$ cat config.mk
export PLATFORM = sky130hd
export DESIGN_NAME = mem_port_arbiter
export DESIGN_NICKNAME = d
export VERILOG_FILES = /design/src/rtl/mem_arb_pkg.sv /design/src/rtl/mem_arb_pick.sv /design/src/rtl/mem_port_arbiter.sv
export SDC_FILE = /design/constraint.sdc
export NUM_CORES = 1
export LEC_CHECK = 0
export BUFFER_PORTS_ARGS = -buffer_cell sky130_fd_sc_hd__buf_2
export CORE_UTILIZATION = 46
export CTS_CLUSTER_SIZE = 24
export DETAILED_ROUTE_END_ITERATION = 8
export PLACE_DENSITY = 0.91
export SETUP_SLACK_MARGIN = 0.4
export SKIP_LAST_GASP = 1
export SLEW_MARGIN = 15
export SYNTH_ARGS = -nofsm -noshare
export SYNTH_HDL_FRONTEND = slang
export SYNTH_HIERARCHICAL = 1
export SYNTH_SLANG_ARGS = --single-unit
$ cat constraint.sdc
create_clock -name i_clk -period 2 [get_ports i_clk]
set_input_delay 0.1 -clock i_clk [delete_from_list [all_inputs] [get_ports i_clk]]
set_output_delay 0.1 -clock i_clk [all_outputs]
set_load 0.01 [all_outputs]
$ cat src/rtl/mem_arb_pkg.sv
// ============================================================================
// Module  : mem_arb_pkg
// Brief   : Shared types and defaults for the memory port arbiter.
// Revision: 1.0 - initial release
// ============================================================================
`default_nettype none

package mem_arb_pkg;

   localparam int DEF_ADDR_W       = 32;
   localparam int DEF_DATA_W       = 32;
   localparam int DEF_STARVE_LIMIT = 3;

   typedef enum logic [1:0] {
      ST_IDLE     = 2'd0,
      ST_BUSY_IF  = 2'd1,
      ST_BUSY_LSU = 2'd2
   } arb_state_e;

   typedef enum logic [1:0] {
      REQ_NONE = 2'd0,
      REQ_IF   = 2'd1,
      REQ_LSU  = 2'd2
   } req_id_e;

   // Counter must hold 0..limit; never collapse to zero width.
   function automatic int cnt_width(input int limit);
      return (limit < 1) ? 1 : $clog2(limit + 1);
   endfunction

endpackage

`default_nettype wire

$ cat src/rtl/mem_arb_pick.sv
// ============================================================================
// Module  : mem_arb_pick
// Brief   : Combinational winner select, LSU first unless IF is starved.
// Revision: 1.0 - initial release
// ============================================================================
`default_nettype none

module mem_arb_pick
   import mem_arb_pkg::*;
#(
   parameter int STARVE_LIMIT = DEF_STARVE_LIMIT,
   parameter int CNT_W        = cnt_width(DEF_STARVE_LIMIT)
) (
   input  logic             i_if_req,
   input  logic             i_lsu_req,
   input  logic [CNT_W-1:0] i_starve_cnt,
   output req_id_e          o_winner
);

   logic starved;

   assign starved = (i_starve_cnt == CNT_W'(STARVE_LIMIT)) & i_if_req & i_lsu_req;

   always_comb begin
      o_winner = REQ_NONE;
      if (i_lsu_req && !starved) begin
         o_winner = REQ_LSU;
      end else if (i_if_req) begin
         o_winner = REQ_IF;
      end
   end

endmodule

`default_nettype wire

$ cat src/rtl/mem_port_arbiter.sv
// ============================================================================
// Module  : mem_port_arbiter
// Brief   : Single-outstanding arbiter sharing one memory port between IF/LSU.
// Revision: 1.0 - initial release
// ============================================================================
`default_nettype none

module mem_port_arbiter
   import mem_arb_pkg::*;
#(
   parameter int ADDR_W       = DEF_ADDR_W,
   parameter int DATA_W       = DEF_DATA_W,
   parameter int STARVE_LIMIT = DEF_STARVE_LIMIT
) (
   input  logic                i_clk,
   input  logic                i_reset_n,
   input  logic                i_if_req,
   input  logic [ADDR_W-1:0]   i_if_addr,
   input  logic                i_flush_if,
   output logic                o_if_gnt,
   output logic                o_if_rvalid,
   output logic [DATA_W-1:0]   o_if_rdata,
   input  logic                i_lsu_req,
   input  logic                i_lsu_we,
   input  logic [ADDR_W-1:0]   i_lsu_addr,
   input  logic [DATA_W-1:0]   i_lsu_wdata,
   input  logic [DATA_W/8-1:0] i_lsu_be,
   output logic                o_lsu_gnt,
   output logic                o_lsu_rvalid,
   output logic [DATA_W-1:0]   o_lsu_rdata,
   output logic                o_mem_req,
   output logic                o_mem_we,
   output logic [ADDR_W-1:0]   o_mem_addr,
   output logic [DATA_W-1:0]   o_mem_wdata,
   output logic [DATA_W/8-1:0] o_mem_be,
   input  logic                i_mem_ack,
   input  logic [DATA_W-1:0]   i_mem_rdata,
   output logic                o_stall_if,
   output logic                o_stall_mem
);

   localparam int BE_W  = DATA_W / 8;
   localparam int CNT_W = cnt_width(STARVE_LIMIT);

   arb_state_e          state_q;
   logic [CNT_W-1:0]    starve_q;
   logic                flushed_q;
   logic                mem_req_q;
   logic                mem_we_q;
   logic [ADDR_W-1:0]   mem_addr_q;
   logic [DATA_W-1:0]   mem_wdata_q;
   logic [BE_W-1:0]     mem_be_q;
   logic                if_rvalid_q;
   logic                lsu_rvalid_q;
   logic [DATA_W-1:0]   if_rdata_q;
   logic [DATA_W-1:0]   lsu_rdata_q;

   logic                busy_ack;
   logic                can_arb;
   logic                if_req_ok;
   logic                if_gnt;
   logic                lsu_gnt;
   req_id_e             winner;

   // An ack seen while idle belongs to nobody and must not open a slot.
   assign busy_ack  = (state_q != ST_IDLE) & i_mem_ack;
   assign can_arb   = (state_q == ST_IDLE) | busy_ack;
   assign if_req_ok = i_if_req & ~i_flush_if;

   mem_arb_pick #(
      .STARVE_LIMIT (STARVE_LIMIT),
      .CNT_W        (CNT_W)
   ) u_pick (
      .i_if_req     (if_req_ok),
      .i_lsu_req    (i_lsu_req),
      .i_starve_cnt (starve_q),
      .o_winner     (winner)
   );

   // Gating with reset keeps every output low while reset is held.
   assign if_gnt  = i_reset_n & can_arb & (winner == REQ_IF);
   assign lsu_gnt = i_reset_n & can_arb & (winner == REQ_LSU);

   always_ff @(posedge i_clk or negedge i_reset_n) begin
      if (!i_reset_n) begin
         state_q      <= ST_IDLE;
         starve_q     <= '0;
         flushed_q    <= 1'b0;
         mem_req_q    <= 1'b0;
         mem_we_q     <= 1'b0;
         mem_addr_q   <= '0;
         mem_wdata_q  <= '0;
         mem_be_q     <= '0;
         if_rvalid_q  <= 1'b0;
         lsu_rvalid_q <= 1'b0;
         if_rdata_q   <= '0;
         lsu_rdata_q  <= '0;
      end else begin
         if_rvalid_q  <= 1'b0;
         lsu_rvalid_q <= 1'b0;

         if (busy_ack) begin
            if ((state_q == ST_BUSY_IF) && !(flushed_q || i_flush_if)) begin
               if_rvalid_q <= 1'b1;
               if_rdata_q  <= i_mem_rdata;
            end
            if (state_q == ST_BUSY_LSU) begin
               lsu_rvalid_q <= 1'b1;
               lsu_rdata_q  <= i_mem_rdata;
            end
         end

         if ((state_q == ST_BUSY_IF) && i_flush_if) begin
            flushed_q <= 1'b1;
         end

         if (if_gnt) begin
            state_q     <= ST_BUSY_IF;
            mem_req_q   <= 1'b1;
            mem_we_q    <= 1'b0;
            mem_addr_q  <= i_if_addr;
            mem_wdata_q <= '0;
            mem_be_q    <= '1;
            flushed_q   <= 1'b0;
            starve_q    <= '0;
         end else if (lsu_gnt) begin
            state_q     <= ST_BUSY_LSU;
            mem_req_q   <= 1'b1;
            mem_we_q    <= i_lsu_we;
            mem_addr_q  <= i_lsu_addr;
            mem_wdata_q <= i_lsu_wdata;
            mem_be_q    <= i_lsu_be;
            flushed_q   <= 1'b0;
            if (i_if_req && (starve_q != CNT_W'(STARVE_LIMIT))) begin
               starve_q <= starve_q + CNT_W'(1);
            end
         end else if (busy_ack) begin
            state_q   <= ST_IDLE;
            mem_req_q <= 1'b0;
            flushed_q <= 1'b0;
         end
      end
   end

   assign o_if_gnt     = if_gnt;
   assign o_lsu_gnt    = lsu_gnt;
   assign o_if_rvalid  = if_rvalid_q;
   assign o_if_rdata   = if_rdata_q;
   assign o_lsu_rvalid = lsu_rvalid_q;
   assign o_lsu_rdata  = lsu_rdata_q;
   assign o_mem_req    = mem_req_q;
   assign o_mem_we     = mem_we_q;
   assign o_mem_addr   = mem_addr_q;
   assign o_mem_wdata  = mem_wdata_q;
   assign o_mem_be     = mem_be_q;
   assign o_stall_if   = i_reset_n & ((i_if_req & ~if_gnt) |
                                      ((state_q == ST_BUSY_IF) & ~i_mem_ack));
   assign o_stall_mem  = i_reset_n & ((i_lsu_req & ~lsu_gnt) |
                                      ((state_q == ST_BUSY_LSU) & ~i_mem_ack));

endmodule

`default_nettype wire

==> metrics.csv, run 1 <==
stage,metric,value,unit
outcome,status,"finished, final reports clean",
placed_design,preCtsSetupSlack,0.09485,ns
timing,maxSlewViolCount,0,
synth,synthMuxAreaShare,0.1461,
synth,synth_top_family_by_area,multiplexers,
timing,rsz0062_at_grt,true,
floorplanning,die_y,113.8,microns
grt,track_usage,0.3077,
critical_path,worstPathCellList,nand2_2 -> a21boi_4 -> buf_4 -> buf_6 -> xor2_2 -> and3_4 -> clkbuf_16 -> o221a_2,
synth,syn_nets,526,
detailed_routing,wl_per_cell,21.27,microns
pwr,swShare,0.3036,
detailed_routing,drc,0,
pwr,clkPwrFrac,0.308,
placed_design,io_buffers,278,
layout,final_cell_mix,"buf_2, dfrtp_1, dlygate4sd3_1",
grt,grt_pass1_wl,29.77,mm
timing,setup-tns-final,0,ns
worst_hold_path,hp-class,in2reg,
cts,cts.sinks,141,
critical_path,worst_path_largest_cell_delay,0.44,ns
synth,synth_warnings,6,
floorplanning,start_util,0.4745,
timing,max-slew-margin-rel,0.5326,
placed_design,dp_hpwl,10.62,mm
pwr,power.density,1172,nW/um^2
critical_path,cp_slowest_cell,dfrtp_1,
synth,synthSimpleGateAreaFrac,0.06358,
critical_path,cp_data_arrival_time,2.27,ns
synth,syn_inst,386,
synth,synth_compound_area_frac,0.1359,
cts,clkTransAtPathRegs,0.06,ns
synth,yosysTopAreaCell,dfrtp_1,
critical_path,timing.critical_path.buf_inv,3,
critical_path,cp-start-kind,register,
floorplanning,ioPinCount,279,
critical_path,path_delay_family,flip-flops,
layout,final_layout_size_suffix_gt1_frac,0.5755,
synth,synth_seq_cells,141,
cts,cts_tree,done,
pwr,combPwrFrac,0.305,
floorplanning,die_x,113.8,microns
layout,final_cells,983,
run,maxCapViolCount,0,
critical_path,end_kind,register,
placed_design,placed_cell_area,7332,sq um
timing,finalClockSkew,0.007194,ns
pwr,p_int,7.776,mW
cts,htree_levels,4,
floorplanning,design.die.area,12940,sq um
detailed_routing,via_per_inst,5.511,
grt,grt_max_degree,56,
grt,grt_pass1_vias,5683,
layout,area_growth,65.82,%
detailed_routing,vias,5417,
placed_design,place_inst,812,
synth,synth.cell_area,5747,sq um
critical_path,reg2reg_slack,0.09,ns
critical_path,worstPathMaxFanout,9,
timing,hold_viol,0,
synth,ys_seq_area_frac,0.6140,
detailed_routing,wl,20.91,mm
detailed_routing,drt_pass1_iterations,7,
detailed_routing,drt-initial-drc-count,386,
cts,clock_latency,0.42,ns
timing,setup_ws,0.08836,ns
grt,grt_overflow,0,
layout,fin_area,9529,sq um
grt,antenna_found_initial,0,
layout,layout_commonest_cell,buf_2,
timing,fin_crit,1.912,ns
synth,synth_top_area_frac,0.6140,
synth,synth.area.top_cells,"dfrtp_1, mux2_4, mux2_2",
layout,layout.nets,942,
cts,numCtsBuffers,17,
timing,max_freq,0.5231,GHz
timing,hold_ws,0.02474,ns
pwr,p_leak,4.762,nW
synth,yosys.area_share.xor_xnor,0.001524,
synth,synth_fa_ha_area_frac,0.002177,
cts,cts_buffer_depth,2,
detailed_routing,ant_nets,0,
floorplanning,coreArea,12110,sq um
critical_path,required,2.35,ns
pwr,p_sw,3.389,mW
synth,avgSynthCellArea,14.89,sq um
cts,clockRootBuffer,clkbuf_16,
critical_path,critical_path_class,reg2reg,
pwr,ir_drop,642.1,uV
timing,worstMarginPinSlew,0.7011,ns
placed_design,place_congestion,0.8436,
timing,final.period_utilization,0.9558,
pwr,seq_power_share,0.387,
layout,antenna_cells,0,
timing,setup_viol,0,
synth,ys_types,36,
floorplanning,rows,40,
[cell usage after synthesis]
cell type / number
a21boi_0: 2
a21boi_1: 1
a21oi_1: 1
a22o_1: 33
a31o_2: 1
a31oi_1: 1
and3_1: 1
and3b_1: 3
and4_1: 1
buf_12: 3
buf_2: 10
buf_6: 2
clkbuf_1: 14
dfrtp_1: 141
ha_1: 1
inv_1: 6
inv_2: 1
mux2_2: 35
mux2_4: 29
mux2i_1: 1
nand2_1: 5
nand2b_4: 1
nand3_1: 8
nand3b_1: 2
nor2_1: 1
nor2b_1: 2
o21a_1: 1
o21ai_0: 7
o21ba_2: 1
o21bai_1: 1
o21bai_2: 1
o221a_2: 32
o22a_1: 2
or3_1: 33
or4b_4: 1
xor2_1: 1
[kinds of logic (layout without fill, tap and decap cells)]
| logic type | Yosys count | in the layout |
|---|---|---|
| AND/OR/NAND/NOR | 58 | 61 |
| multiplexers | 65 | 65 |
| XOR/XNOR | 1 | 1 |
| adder cells (fa/ha/maj) | 1 | 1 |
| flip-flops | 141 | 141 |
| AO/OA/AOI/OAI | 84 | 85 |
| buffers and inverters | 36 | 461 |
[worst reg2reg max path, cell delays in order (launching register included)]
cell and delay, ns:
dfrtp_1 0.44, nand2_2 0.11, a21boi_4 0.20, buf_4 0.15, buf_6 0.09, xor2_2 0.17, and3_4 0.30, clkbuf_16 0.19
o221a_2 0.20
[per-stage QoR]
step                  util  total power, mW
floorplan                -            5.792
global placement    0.6054            6.996
detailed placement  0.6054            7.169
CTS                 0.7603            10.88
global route        0.7868            11.58
finish              0.7868            11.17
[registers in the layout, indices dropped and copies added, names as in the netlist]
register and cells:
o_mem_be 4, o_lsu_rvalid 1, o_mem_we 1, o_mem_addr 32
o_mem_wdata 32, o_if_rdata 32, o_if_rvalid 1, state_q 2
o_mem_req 1, starve_q 2, flushed_q 1, o_lsu_rdata 32
[metal layers]
layer  GRT usage  wire, microns
met5           0              0
met4      0.1576            823
met3     0.07705           1561
met1      0.3353           7462
met2      0.5549          11060
[final timing paths]
check                            start        endpoint  cells after the start
setup / recovery           starve_q[1]   o_mem_addr[1]                      8
hold / removal               i_mem_ack      state_q[1]                      2
setup reg to reg           starve_q[1]   o_mem_addr[1]                      8
hold reg to reg              o_mem_req       o_mem_req                      2
max in group asynchronous    i_reset_n   o_if_rdata[7]                      3
min in group asynchronous    i_reset_n  o_mem_addr[15]                      2
[power by group through the flow]
stage          Sequential, mW  Clock (mW)  Combinational [mW]
5_1_grt                  4.39        3.60                3.59
3_3_place_gp             4.22           0                2.77
6_report                 4.32        3.44                3.41
3_5_place_dp             4.27           0                2.90
4_1_cts                  4.26        3.45                3.17
2_1_floorplan            4.63           0                1.16
[layout make-up]
cell class | count | area [sq um]
fillers | 663 | 2582
well taps | 168 | 210.2
inverters | 7 | 42.54
clock inverters | 12 | 192.7
clock buffers | 20 | 446.7
flip-flops and latches | 141 | 3531
multi-input cells | 213 | 2177
repair inverters | 2 | 17.52
repair buffers | 420 | 2912
[repair_timing]
action | in CTS | in global routing
setup buffers | 12 | 10
hold buffers | 103 | 1
hold endpoints to repair | 274 | 26
cloned | 4 | 9
gates resized for setup | 17 | 20
pin swaps | 8 | 9
endpoints found under the setup margin | 106 | 109
(Power assumes the default switching activity.)
==> run 2: changes to the inputs <==
--- a/config.mk
+++ b/config.mk
@@ -6,6 +6,7 @@
 export NUM_CORES = 1
 export LEC_CHECK = 0
 export BUFFER_PORTS_ARGS = -buffer_cell sky130_fd_sc_hd__buf_2
+export CORE_ASPECT_RATIO = 0.75
 export CORE_UTILIZATION = 46
 export CTS_CLUSTER_SIZE = 24
 export DETAILED_ROUTE_END_ITERATION = 8
==> metrics.csv, run 2 (same netlist as run 1, synthesis figures left out) <==
stage,metric,value,unit,change
outcome,status,"finished, final reports clean",,
grt,track_usage,0.3193,,+0.01159
detailed_routing,via_per_inst,5.508,,about the same
floorplanning,coreArea,11870,sq um,-2.0%
critical_path,worstPathMaxFanout,8,,-1
floorplanning,ioPinCount,279,,unchanged
detailed_routing,wl,21.36,mm,+2.2%
worst_hold_path,hp-class,in2reg,,
timing,fin_crit,1.937,ns,+0.02531 ns
timing,finalClockSkew,0.007651,ns,+0.0004566 ns
placed_design,place_congestion,0.9043,,+7.2%
detailed_routing,ant_nets,0,,unchanged
placed_design,preCtsSetupSlack,0.2030,ns,+0.1081 ns
grt,use_met3,0.07492,,-0.002127
floorplanning,design.die.area,12950,sq um,about the same
layout,layout.nets,948,,+0.64%
detailed_routing,drt-initial-drc-count,383,,-0.78%
layout,final_cells,983,,unchanged
run,maxCapViolCount,0,,unchanged
layout,antenna_cells,0,,unchanged
layout,final_cell_mix,"buf_2, dfrtp_1, dlygate4sd3_1",,
timing,maxSlewViolCount,0,,unchanged
floorplanning,die_y,98.80,microns,-13%
grt,grt_pass1_wl,30.59,mm,+2.8%
cts,numCtsBuffers,17,,unchanged
layout,area_growth,67.06,%,
grt,antenna_found_initial,0,,unchanged
critical_path,r2r-end,o_mem_addr[7],,
floorplanning,die_x,131.1,microns,+15%
cts,clockRootBuffer,clkbuf_16,,
cts,cts_tree,done,,
pwr,p_total,10.88,mW,-2.6%
cts,clock_latency,0.41,ns,about the same
layout,final_layout_size_suffix_gt1_frac,0.5871,,+0.01163
timing,max_freq,0.5163,GHz,-1.3%
grt,use_met1,0.3584,,+0.02301
critical_path,crit_end,o_mem_addr[7],,
floorplanning,rows,34,,-15%
grt,met2_usage,0.5702,,+0.01533
critical_path,startpoint,starve_q[1],,
grt,grt.busiest_layer,met2,,
worst_hold_path,hp-start,i_lsu_addr[4],,
cts,cts_buffer_depth,2,,unchanged
detailed_routing,wl_per_cell,21.73,microns,+2.2%
timing,setup_ws,0.06305,ns,-0.02531 ns
critical_path,cp_data_arrival_time,2.29,ns,+0.02 ns
placed_design,io_buffers,278,,unchanged
detailed_routing,drt_pass1_iterations,5,,-2
pwr,power.density,1133,nW/um^2,-3.3%
pwr,ir_drop,883.2,uV,+38%
critical_path,cp-start-kind,register,,
critical_path,reg2regPathDepth,8,,unchanged
layout,fill_cells,619,,-6.6%
timing,hold_viol,0,,unchanged
detailed_routing,vias,5414,,-0.055%
grt,grt_pass1_vias,5753,,+1.2%
timing,max-slew-margin-rel,0.6093,,+0.07669
critical_path,reg2reg_slack,0.06,ns,-0.03 ns
grt,grt_overflow,0,,unchanged
cts,clkTransAtPathRegs,0.07,ns,about the same
critical_path,r2r-start,starve_q[1],,
critical_path,required,2.35,ns,about the same
pwr,p_leak,4.807,nW,+0.93%
timing,final.period_utilization,0.9685,,+0.01266
cts,htree_levels,4,,unchanged
critical_path,end_kind,register,,
timing,worstMarginPinSlew,0.5861,ns,-0.1150 ns
placed_design,place_inst,807,,-0.62%
timing,setup_viol,0,,unchanged
placed_design,dp_hpwl,11.34,mm,+6.8%
cts,cts.sinks,141,,unchanged
timing,rsz0062_at_grt,true,,
detailed_routing,drc,0,,unchanged
floorplanning,start_util,0.4842,,+0.009704
layout,layout_commonest_cell,buf_2,,
grt,grt_max_degree,114,,+100%
critical_path,critical_path_class,reg2reg,,
[run 2: cell types whose count changed in the layout (fill, tap and decap cells not counted), sizes merged]
cell	delta
clkinv	-2
buf	+11
bufinv	-5
clkbuf	-3
inv	+9
dlygate4sd3	-1
nand2	-3
[run 2: layout make-up]
type | instances | area [sq um] | share of cell area
tap | 162 | 202.7 | 0.02111
timing repair inverter | 2 | 17.52 | 0.001825
clock buffer | 18 | 439.2 | 0.04574
clock inverter | 14 | 126.4 | 0.01316
inverter | 7 | 42.54 | 0.004431
timing repair buffer | 429 | 3049 | 0.3176
sequential | 141 | 3531 | 0.3678
multi-input combinational | 210 | 2192 | 0.2283
[run 2: per-stage QoR]
stage / hold slack [ns] / TNS (ns) / utilization / instance area [sq um]
after floorplan: -0.1956 / 0 / - / 5853
after global placement: -0.1006 / 0 / 0.6188 / 7345
after detailed placement: -0.09729 / 0 / 0.6188 / 7345
after CTS: 0.002370 / 0 / 0.7852 / 9319
after global routing: 0.007589 / -0.01688 / 0.8089 / 9600
final: 0.01393 / 0 / 0.8089 / 9600
[run 2: power by group]
group / total [mW] / internal (mW) / switching, mW
combinational: 3.55 / 1.91 / 1.64
clock: 3.02 / 1.67 / 1.34
sequential: 4.32 / 3.73 / 0.585
total: 10.9 / 7.31 / 3.57
[run 2: worst min path at each step]
stage                               end  cells past startpoint
after floorplan               flushed_q                      0
after global placement      o_mem_be[1]                      1
after detailed placement    o_mem_be[1]                      1
after CTS                 o_mem_addr[4]                      2
after global routing      o_mem_addr[4]                      2
final                     o_mem_addr[4]                      2
[run 2: per-layer routing]
layer / wire length (microns) / share of wire
met1: 8028 / 0.38
met2: 11070 / 0.52
met3: 1390 / 0.065
met4: 876 / 0.041
met5: 0 / 0
[run 2: critical path, stage by stage, from the launching register on]
cell and delay (ns):
dfrtp_1 0.40, buf_4 0.15, a31oi_4 0.16, buf_6 0.13
buf_6 0.11, xor2_4 0.19, and3_4 0.35, clkbuf_16 0.21
o221a_2 0.18
[run 2: repair_timing]
action,4_1_cts,5_1_grt
gates cloned,4,5
setup buffers,21,10
hold endpoints to repair,273,0
hold buffers,104,0
pin swaps,6,13
gates resized for setup,29,23
setup endpoints to repair,106,110
